===== src/rtl/bi_gr_cnt.sv =====
// Registered binary counter with a registered Gray-coded copy and a wrap pulse.
// Define BI_GR_CNT_BIN_OUT_EN to also expose the registered binary count on `bin`.
module bi_gr_cnt #(
    parameter int unsigned WIDTH = 4
) (
    input  logic             clk,
    input  logic             rst_n,
    input  logic             en,
    input  logic             up,
    input  logic             load,
    input  logic [WIDTH-1:0] load_val,
    output logic [WIDTH-1:0] gray,
`ifdef BI_GR_CNT_BIN_OUT_EN
    output logic [WIDTH-1:0] bin,
`endif
    output logic             wrap
);

    logic [WIDTH-1:0] cnt_q, cnt_d;
    logic [WIDTH-1:0] gray_q, gray_d;
    logic             wrap_q, wrap_d;

    always_comb begin
        cnt_d  = cnt_q;
        wrap_d = 1'b0;
        if (load) begin
            cnt_d = load_val;
        end else if (en && up) begin
            cnt_d  = cnt_q + 1'b1;
            wrap_d = (cnt_q == '1);
        end else if (en) begin
            cnt_d  = cnt_q - 1'b1;
            wrap_d = (cnt_q == '0);
        end
        // Gray is built from the next count so it lands in the same cycle as cnt.
        gray_d = cnt_d ^ (cnt_d >> 1);
    end

    always_ff @(posedge clk or negedge rst_n) begin
        if (!rst_n) begin
            cnt_q  <= '0;
            gray_q <= '0;
            wrap_q <= 1'b0;
        end else begin
            cnt_q  <= cnt_d;
            gray_q <= gray_d;
            wrap_q <= wrap_d;
        end
    end

    assign gray = gray_q;
    assign wrap = wrap_q;
`ifdef BI_GR_CNT_BIN_OUT_EN
    assign bin  = cnt_q;
`endif

endmodule


===== config.mk =====
export PLATFORM = sky130hd
export DESIGN_NAME = bi_gr_cnt
export DESIGN_NICKNAME = d
export VERILOG_FILES = /design/src/rtl/bi_gr_cnt.sv
export SDC_FILE = /design/constraint.sdc
export NUM_CORES = 1
export LEC_CHECK = 0
export BUFFER_PORTS_ARGS = -buffer_cell sky130_fd_sc_hd__buf_2
export CAP_MARGIN = 20
export CORE_AREA = 2 2 39 41
export CTS_CLUSTER_SIZE = 14
export DETAILED_ROUTE_END_ITERATION = 6
export DIE_AREA = 0 0 41 43
export GPL_ROUTABILITY_DRIVEN = 0
export PLACE_DENSITY = 0.64
export SLEW_MARGIN = 20
export SYNTH_ARGS = -nofsm -noshare
export SYNTH_HDL_FRONTEND = slang
export SYNTH_SLANG_ARGS = --single-unit

===== constraint.sdc =====
create_clock -name clk -period 2.8 [get_ports clk]
set_input_delay 0.56 -clock clk [delete_from_list [all_inputs] [get_ports clk]]
set_output_delay 0.56 -clock clk [all_outputs]
set_load 0.01 [all_outputs]

==> implementation parameters, run 1 <==
Parameter                              Value

Clock tree
  Hold buffer count at CTS ... 0
  CTS tree ... done
  Number of sinks handled by clock tree synthesis ... 8
  Number of H-tree levels ... 1
  Clk_lat worst skew ... 0.24 ns
  Largest buffer count on any clock path ... 2
  Clock root buffer ... clkbuf_4
  Post-CTS sizing ... 0
  CTS Buf Count ... 3
  Post-CTS setup-driven buffer insertion count ... 0
  Clock-pin slew of the registers on the worst-case setup and hold paths ... 0.05 ns

Synth
  Number of distinct library cell variants in the gate-level netlist after synthesis ... 20
  Total number of yosys warnings ... 0
  Avg Synthesized Cell Area ... 11.4 sq um
  Flip-flop and latch count after synthesis ... 8
  Cells after synthesis ... 41
  Post-synth design cell area ... 468 sq um
  Post-Synthesis Net Count ... 53
  Share of the yosys chip area belonging to registers ... 42.8%

Worst setup path
  Worst R2R Setup Slack ... 1.12 ns
  Critical Path, Cell by Cell ... inv_1 > ha_1 > mux2_4 > nand2_2 > xnor2_1 > mux2_4 > xnor2_1
  Slowest-stage cell, CP ... dfrtp_1
  Kind of critical path ... flop to flop
  Worst setup path startpoint ... cnt_q[0]$_DFF_PN0_
  Critical R2R Launch ... cnt_q[0]$_DFF_PN0_
  Arrival time at the worst endpoint ... 1.80 ns
  Kind of end point of the critical path ... flop
  Type of element launching the critical path ... flop
  Maximum fanout encountered on the critical timing path ... 5
  Crit path required time ... 2.92 ns
  Maximum cell stage delay along the critical path ... 0.42 ns

STA
  Slew at the pin closest to its max-slew limit ... 0.333 ns
  Relative slew slack ... 77.8%
  Hold violation count in the final report ... 0
  Count of endpoints failing setup in the final report ... 0
  Final Critical Period ... 1.68 ns
  Setup TNS ... 0 ns
  RSZ-0062 raised after global routing ... false
  Share of the cycle needed by the critical path after routing ... 60.0%
  Final Max Tran Viols ... 0
  Final clock skew ... 0.000656 ns
  Final Hold Slack ... 0.149 ns
  Maximum clock frequency ... 0.596 GHz

Cells and area
  Layout overhead on the synthesized area ... 19.0%
  Final cell count without fillers ... 71
  Sequential cell area ... 200 sq um
  Final net count ... 69
  # diodes ... 0
  Number of inserted filler cells in the final layout ... 139
  Footprint of the multi-input gates ... 238 sq um
  Final standard cell area without fillers ... 557 sq um
  Share of final-layout standard cells stronger than drive strength 1 ... 38.2%

Pwr
  Maximum VDD drop ... 0.188 mV
  Leak pwr ... 0.267 nW
  Power density over the cells ... 617 mW/mm^2
  Post-layout power ... 0.343 mW

Outcome
  Result of the run ... completed

Global routing
  Number of antenna violations at the first check in global routing ... 0
  Number of global-route vias before repair ... 301
  Overall Global Routing Usage ... 11.0%
  Maximum number of pins on one net before global-route repair ... 10
  Global-route wire length before repair ... 1240 microns
  Aggregate global routing overflow ... 0

Drt
  Routed WL per cell ... 11.0 microns
  Detailed Routing Iterations Pass 1 ... 4
  Antenna Nets Post-Route ... 0
  Mean number of vias per cell ... 4.55
  DRT iter0 DRCs ... 3
  Routed Wire Length ... 782 microns
  DRC violations left ... 0
  Number of vias after detailed routing ... 323

Job
  Number of max-capacitance violations reported ... 0

Place
  Number of buffer cells added on primary ports ... 13
  Half-perimeter wire length of the detailed placement result ... 626 microns
  Count of placed standard cells including taps ... 68
  Dpl cell area ... 534 sq um

Worst hold path
  Class of the most critical hold timing path ... input port to asynchronous set/reset pin

Die
  Initial cell density of the core ... 33.8%
  Num rows ... 14
  Floorplan die height ... 43 microns
  Die Area ... 0.00176 sq mm
  X dimension of the die ... 41 microns
  Number of primary I/O pins ... 14
  Core area ... 0.00138 sq mm
==> worst max-delay path: cells and delay by family (launching register included) <==
family	cells	cell delay, ns
xor gates and xnor gates	2	0.21
adders and majority gates	1	0.20
muxes	2	0.56
DFF	1	0.42
and+or+nand+nor	1	0.08
buffers and inverters	1	0.08
==> flip-flops by register name (all words and copies together), names as in the netlist <==
| signal | cells |
|---|---|
| wrap | 1 |
| gray | 3 |
| cnt_q | 4 |
==> metrics by stage <==
stage	setup WS [ns]	util, %
after floorplan	1.24	-
after global placement	1.08	38.6
after detailed placement	1.06	38.6
after CTS	1.10	40.2
after global routing	0.975	40.2
final	1.12	40.2
==> worst paths after layout <==
path,endpoint,cells after the start
setup reg to reg,gray[1]$_DFF_PN0_,7
min in group clk,cnt_q[3]$_DFF_PN0_,2
setup / recovery,gray[1]$_DFF_PN0_,7
hold reg to reg,wrap$_DFF_PN0_,2
hold / removal,gray[0]$_DFF_PN0_,1
max in group asynchronous,cnt_q[0]$_DFF_PN0_,1
==> final cells by class <==
type	count	area share, %
well taps	16	3.60
inverters	3	2.02
multi-input cells	28	42.7
clock buffers	3	4.04
flip-flops and latches	8	36.0
repair buffers	13	11.7
==> cell families after synthesis <==
| family | synth area share [%] |
|---|---|
| XOR/XNOR | 15.0 |
| flip-flops | 42.8 |
| AO/OA/AOI/OAI | 6.15 |
| multiplexers | 11.0 |
| adder cells (fa/ha/maj) | 8.02 |
| buffers and inverters | 6.42 |
| AND/OR/NAND/NOR | 10.7 |
==> routing by layer <==
layer | up-vias | routed length [microns] | share of wire (%) | GRT usage, %
li1 | 166 | - | - | -
met1 | 150 | 382 | 49 | 15.0
met4 | 0 | 0 | 0 | 10.0
met3 | 0 | 43 | 5.5 | 1.57
met5 | - | 0 | 0 | 0
met2 | 7 | 356 | 46 | 14.1
==> synthesized netlist by cell type <==
cell type	count	area (sq um)
nor4b_1	1	8.76
mux2i_1	1	10.0
nor3b_1	1	7.51
a41oi_1	1	8.76
a21oi_1	1	5.00
nand2_1	2	7.51
buf_6	1	11.3
dfrtp_1	8	200
nor4_1	1	6.26
xnor2_1	7	61.3
ha_1	3	37.5
buf_4	1	7.51
inv_1	3	11.3
o21ai_0	3	15.0
mux2_4	2	30.0
nor2_1	1	3.75
nand2_2	1	6.26
and4_2	1	10.0
mux2_2	1	11.3
xor2_1	1	8.76
==> placed cells by master, fill, tap and decap left out <==
cell type	n
nor4_1	1
nor3b_1	1
nor4b_1	1
xnor2_1	7
and4_2	1
buf_2	13
nand2_1	2
mux2_2	1
dfrtp_1	8
a41oi_1	1
ha_1	3
nand2_2	1
mux2_4	2
xor2_1	1
o21ai_0	3
mux2i_1	1
clkbuf_4	3
nor2_1	1
a21oi_1	1
inv_1	3
==> power breakdown <==
group / internal [mW] / total [mW] / switching [mW]
Clock: 0.0488 / 0.0843 / 0.0355
Combinational: 0.0550 / 0.106 / 0.0505
Sequential: 0.138 / 0.153 / 0.0155
Total: 0.242 / 0.343 / 0.101
Power figures use the tool's default switching activity.
==> inputs of run 2 (changes only) <==
==> constraint.sdc (replaced) <==
create_clock -name clk -period 1.55 [get_ports clk]
set_input_delay 0.31 -clock clk [delete_from_list [all_inputs] [get_ports clk]]
set_output_delay 0.31 -clock clk [all_outputs]
set_load 0.01 [all_outputs]
==> run 2 against run 1 <==
  * The run now ends with setup timing left
  * Routed wire length rose by 11%
  * Core utilization up 7.3 points
  * Sequential power is 82% higher
  * Critical path type unchanged
==> implementation parameters, run 2 (synthesized netlist as in run 1, its figures left out) <==
Parameter                              Value

Outcome
  Result of the run ... finished with violations
  Failing checks ... setup timing

Worst setup path
  Critical Path, Cell by Cell ... inv_2 > ha_4 > mux2_4 > nand2_4 > xnor2_2 > mux2_4 > xnor2_2
  Slowest-stage cell, CP ... dfrtp_1
  Maximum cell stage delay along the critical path ... 0.39 ns
  Family of cells with the greatest summed delay on the critical path ... multiplexers
  Type of element launching the critical path ... flop
  Buf/Inv on CP ... 1
  Arrival time at the worst endpoint ... 1.69 ns
  Crit path required time ... 1.68 ns
  Kind of critical path ... flop to flop
  Worst R2R Setup Slack ... -0.01 ns
  Kind of end point of the critical path ... flop
  Maximum fanout encountered on the critical timing path ... 3

STA
  Setup WS post-layout ... -0.0148 ns
  RSZ-0062 raised after global routing ... true
  Final Max Tran Viols ... 0
  Share of the cycle needed by the critical path after routing ... 101%
  Slew at the pin closest to its max-slew limit ... 0.293 ns
  Setup TNS ... -0.0148 ns
  Relative slew slack ... 80.2%
  Count of endpoints failing setup in the final report ... 1
  Final Critical Period ... 1.56 ns
  Maximum clock frequency ... 0.639 GHz
  Final clock skew ... 0.00121 ns
  Hold violation count in the final report ... 0

Place
  Worst-case setup slack after placement ... 0.0131 ns
  Half-perimeter wire length of the detailed placement result ... 652 microns
  Count of placed standard cells including taps ... 72
  Number of buffer cells added on primary ports ... 13

Cells and area
  Final cell count without fillers ... 76
  Leading cell type in the layout, fill and taps excluded ... buf_2
  Share of final-layout standard cells stronger than drive strength 1 ... 58.3%
  Fin util ... 47.6%
  Number of inserted filler cells in the final layout ... 127
  # diodes ... 0
  Max reg flops ... 4
  Layout overhead on the synthesized area ... 40.6%
  Top library cells by usage in the layout, fill and taps aside ... 13 x buf_2, 8 x dfrtp_1, 4 x xnor2_1, 4 x buf_4
  Final net count ... 74
  Register with the highest flop count ... cnt_q

Die
  Number of primary I/O pins ... 14
  Core area ... 0.00138 sq mm
  X dimension of the die ... 41 microns
  Floorplan die height ... 43 microns
  Num rows ... 14
  Initial cell density of the core ... 33.8%
  Die Area ... 0.00176 sq mm

Global routing
  Number of antenna violations at the first check in global routing ... 0
  Global-route wire length before repair ... 1150 microns
  Maximum number of pins on one net before global-route repair ... 10
  Number of global-route vias before repair ... 314
  Aggregate global routing overflow ... 0
  Overall Global Routing Usage ... 10.4%

Drt
  Mean number of vias per cell ... 4.61
  Detailed Routing Iterations Pass 1 ... 2
  Routed Wire Length ... 865 microns
  Routed WL per cell ... 11.4 microns
  DRT iter0 DRCs ... 5
  DRC violations left ... 0
  Antenna Nets Post-Route ... 0
  Number of vias after detailed routing ... 350

Clock tree
  CTS Buf Count ... 3
  Clock-pin slew of the registers on the worst-case setup and hold paths ... 0.05 ns
  Clk_lat worst skew ... 0.24 ns
  CTS tree ... done
  Largest buffer count on any clock path ... 2
  Number of sinks handled by clock tree synthesis ... 8
  Number of H-tree levels ... 1
  Clock root buffer ... clkbuf_4

Pwr
  Maximum VDD drop ... 0.363 mV
  Power density over the cells ... 1060 mW/mm^2
  Leak pwr ... 0.311 nW

Job
  Number of max-capacitance violations reported ... 0

Worst hold path
  Class of the most critical hold timing path ... input port to flop
[run 2: where the power goes]
part           switching [mW]  total, mW  internal, mW
registers              0.0284      0.278         0.250
clock network          0.0586      0.146        0.0878
logic                   0.121      0.271         0.150
total                   0.208      0.695         0.487
[run 2: metrics by stage]
stage | power (mW) | instance area (sq um) | hold slack, ns
after floorplan | 0.423 | 478 | 0.0144
after global placement | 0.505 | 574 | 0.154
after detailed placement | 0.508 | 574 | 0.153
after CTS | 0.662 | 607 | 0.333
after global routing | 0.740 | 658 | 0.348
final | 0.695 | 658 | 0.338
[run 2: final timing paths]
check | from | end | depth (start not counted)
hold reg to reg | cnt_q[3]$_DFF_PN0_ | gray[2]$_DFF_PN0_ | 3
setup reg to reg | cnt_q[0]$_DFF_PN0_ | gray[1]$_DFF_PN0_ | 7
setup / recovery | cnt_q[0]$_DFF_PN0_ | gray[1]$_DFF_PN0_ | 7
hold / removal | load_val[3] | cnt_q[3]$_DFF_PN0_ | 2
min in group asynchronous | rst_n | wrap$_DFF_PN0_ | 2
max in group asynchronous | rst_n | gray[2]$_DFF_PN0_ | 2
[run 2: worst reg2reg max path, stage by stage, from the launching register on]
cell and delay [ns]:
dfrtp_1 0.39, inv_2 0.08, ha_4 0.15, mux2_4 0.28
nand2_4 0.07, xnor2_2 0.06, mux2_4 0.29, xnor2_2 0.13
[run 2: routing by layer]
| metal | global-route usage [%] | vias up | wire length (microns) |
|---|---|---|---|
| met5 | 0 | - | 0 |
| met2 | 15.0 | 8 | 440 |
| met3 | 1.57 | 2 | 23 |
| met4 | 10.0 | 0 | 14 |
| li1 | - | 179 | - |
| met1 | 12.2 | 161 | 387 |
[run 2: cell type report]
type / count / area, sq um / share of cell area [%]
Clock buffer: 3 / 22.5 / 3.42
Inverter: 3 / 11.3 / 1.71
Multi-Input combinational cell: 28 / 299 / 45.4
Sequential cell: 8 / 200 / 30.4
Tap cell: 16 / 20.0 / 3.04
Timing Repair Buffer: 18 / 105 / 16.0
[run 2: timing repair]
action	in CTS	in global routing
endpoints found under the setup margin	0	5
gates resized for setup	0	11
endpoints found under the hold margin	8	0
setup buffers	0	0
hold buffers	1	0
==> inputs of run 3 (changes only) <==
--- a/config.mk
+++ b/config.mk
@@ -7,12 +7,14 @@
 export LEC_CHECK = 0
 export BUFFER_PORTS_ARGS = -buffer_cell sky130_fd_sc_hd__buf_2
 export CAP_MARGIN = 20
-export CORE_AREA = 2 2 39 41
+export CELL_PAD_IN_SITES_DETAIL_PLACEMENT = 1
+export CELL_PAD_IN_SITES_GLOBAL_PLACEMENT = 1
+export CORE_MARGIN = 2
+export CORE_UTILIZATION = 36
 export CTS_CLUSTER_SIZE = 14
 export DETAILED_ROUTE_END_ITERATION = 6
-export DIE_AREA = 0 0 41 43
 export GPL_ROUTABILITY_DRIVEN = 0
-export PLACE_DENSITY = 0.64
+export PLACE_DENSITY = 0.79
 export SLEW_MARGIN = 20
 export SYNTH_ARGS = -nofsm -noshare
 export SYNTH_HDL_FRONTEND = slang
==> run 3 against run 2 <==
  * The run still ends with setup timing left
  * Total power up 4.9%
  * Routed wire length is 28% higher
  * Worst setup slack worse by 0.053 ns
  * Critical endpoint unchanged
  * Clock power rose by 10%
  * Count of clock-buffer cells in the layout stayed put
  * Clock skew is essentially flat
  * Core utilization up 12 points
  * Via count grew 8.6%
==> implementation parameters, run 3 (synthesized netlist as in run 1, its figures left out) <==
Parameter                              Value

Outcome
  Result of the run ... finished with violations
  Failing checks ... setup timing

Global routing
  Global-route wire length before repair ... 1710 microns
  Maximum number of pins on one net before global-route repair ... 10
  Overall Global Routing Usage ... 18.0%
  Aggregate global routing overflow ... 0
  Number of antenna violations at the first check in global routing ... 0
  Number of global-route vias before repair ... 391

Cells and area
  # diodes ... 0
  Max reg flops ... 4
  Fin util ... 59.5%
  Share of final-layout standard cells stronger than drive strength 1 ... 59.7%
  Leading cell type in the layout, fill and taps excluded ... buf_2
  Layout overhead on the synthesized area ... 47.1%
  Register with the highest flop count ... cnt_q
  Top library cells by usage in the layout, fill and taps aside ... 13 x buf_2, 7 x dfrtp_1, 6 x buf_4, 5 x xnor2_1, 3 x clkbuf_4
  Final net count ... 76

STA
  Count of endpoints failing setup in the final report ... 1
  Setup TNS ... -0.0678 ns
  Final Hold Slack ... 0.314 ns
  Hold violation count in the final report ... 0
  RSZ-0062 raised after global routing ... true
  Final Max Tran Viols ... 0
  Share of the cycle needed by the critical path after routing ... 104%
  Relative slew slack ... 77.1%
  Maximum clock frequency ... 0.618 GHz
  Setup WS post-layout ... -0.0678 ns
  Final Critical Period ... 1.62 ns
  Slew at the pin closest to its max-slew limit ... 0.343 ns
  Final clock skew ... 0.00150 ns

Die
  Num rows ... 12
  Initial cell density of the core ... 40.5%
  X dimension of the die ... 40.1 microns
  Floorplan die height ... 40.1 microns
  Die Area ... 0.00160 sq mm
  Core area ... 0.00116 sq mm
  Number of primary I/O pins ... 14

Pwr
  Power density over the cells ... 1060 mW/mm^2
  Maximum VDD drop ... 0.505 mV
  Post-layout power ... 0.730 mW
  Leak pwr ... 0.320 nW

Job
  Number of max-capacitance violations reported ... 0

Worst setup path
  Maximum fanout encountered on the critical timing path ... 4
  Type of element launching the critical path ... flop
  CP dominant cell by count ... mux2_4
  Kind of end point of the critical path ... flop
  Crit path required time ... 1.70 ns
  Critical Path, Cell by Cell ... inv_2 > ha_4 > mux2_4 > nand2_4 > xnor2_4 > mux2_4 > xnor2_1
  Slowest-stage cell, CP ... dfrtp_1
  Arrival time at the worst endpoint ... 1.76 ns
  Kind of critical path ... flop to flop
  Maximum cell stage delay along the critical path ... 0.41 ns

Clock tree
  CTS tree ... done
  Number of H-tree levels ... 1
  Clock root buffer ... clkbuf_4
  Number of sinks handled by clock tree synthesis ... 8
  Clock-pin slew of the registers on the worst-case setup and hold paths ... 0.05 ns
  Clk_lat worst skew ... 0.26 ns
  Largest buffer count on any clock path ... 2
  CTS Buf Count ... 3

Drt
  Total length of routed met2 wires ... 614 microns
  Antenna Nets Post-Route ... 0
  DRC violations left ... 0
  DRT iter0 DRCs ... 1
  Routed wire length on met3 ... 60 microns
  Detailed Routing Iterations Pass 1 ... 2
  Length of routed wiring on met1 ... 412 microns
  Mean number of vias per cell ... 5.00
  Routed Wire Length ... 1110 microns
  Routed WL per cell ... 14.6 microns
  Highest metal layer with signal wires ... met4
  Number of vias after detailed routing ... 380

Place
  Number of buffer cells added on primary ports ... 13
  Half-perimeter wire length of the detailed placement result ... 819 microns
  Worst-case setup slack after placement ... -0.0882 ns

Worst hold path
  Class of the most critical hold timing path ... input port to flop
## run 3: timing repair
action | in CTS | in global routing
pin swaps | 1 | 2
hold endpoints to repair | 8 | 0
cloned | 0 | 0
hold buffers | 1 | 0
endpoints found under the setup margin | 3 | 6
buffers inserted | 1 | 0
gates resized for setup | 6 | 8
## run 3: worst paths after layout
check                              startpoint                  to  slack, ns  cells past startpoint
min reg2reg                cnt_q[3]$_DFF_PN0_  cnt_q[3]$_DFF_PN0_       0.77                      2
max reg2reg                cnt_q[1]$_DFF_PN0_   gray[1]$_DFF_PN0_      -0.07                      7
min in group asynchronous               rst_n      wrap$_DFF_PN0_       0.43                      2
min                               load_val[3]  cnt_q[3]$_DFF_PN0_       0.31                      2
max in group asynchronous               rst_n  cnt_q[0]$_DFF_PN0_       0.93                      2
max                        cnt_q[1]$_DFF_PN0_   gray[1]$_DFF_PN0_      -0.07                      7
## run 3: through the flow
step | std cells | instance area, sq um
2_1_floorplan | 41 | 478
3_3_place_gp | 71 | 579
3_5_place_dp | 71 | 579
4_1_cts | 76 | 648
5_1_grt | 76 | 688
6_report | 76 | 688
## run 3: cell type report
| class | count | area (sq um) |
|---|---|---|
| inverters | 3 | 11.3 |
| fillers | 139 | 468 |
| flip-flops and latches | 8 | 201 |
| repair buffers | 20 | 120 |
| well taps | 14 | 17.5 |
| clock buffers | 3 | 22.5 |
| multi-input cells | 28 | 315 |
## run 3: worst max-delay path: cells and delay by family, from the launching register on
family,cells,cell delay (ns)
xor+xnor,2,0.19
fa+ha+maj,1,0.16
buf+inv,1,0.09
flops,1,0.41
mux,2,0.56
simple gates,1,0.09
## run 3: report_power, final
group / internal, mW / switching [mW] / total [mW]
combinational: 0.153 / 0.125 / 0.279
sequential: 0.250 / 0.0402 / 0.290
clock: 0.0887 / 0.0723 / 0.161
total: 0.492 / 0.238 / 0.730
## run 3: metal layers
layer	track usage, %	up-vias
met5	0	-
met4	10.3	0
met3	8.33	2
met2	29.8	11
met1	18.3	185
li1	-	182
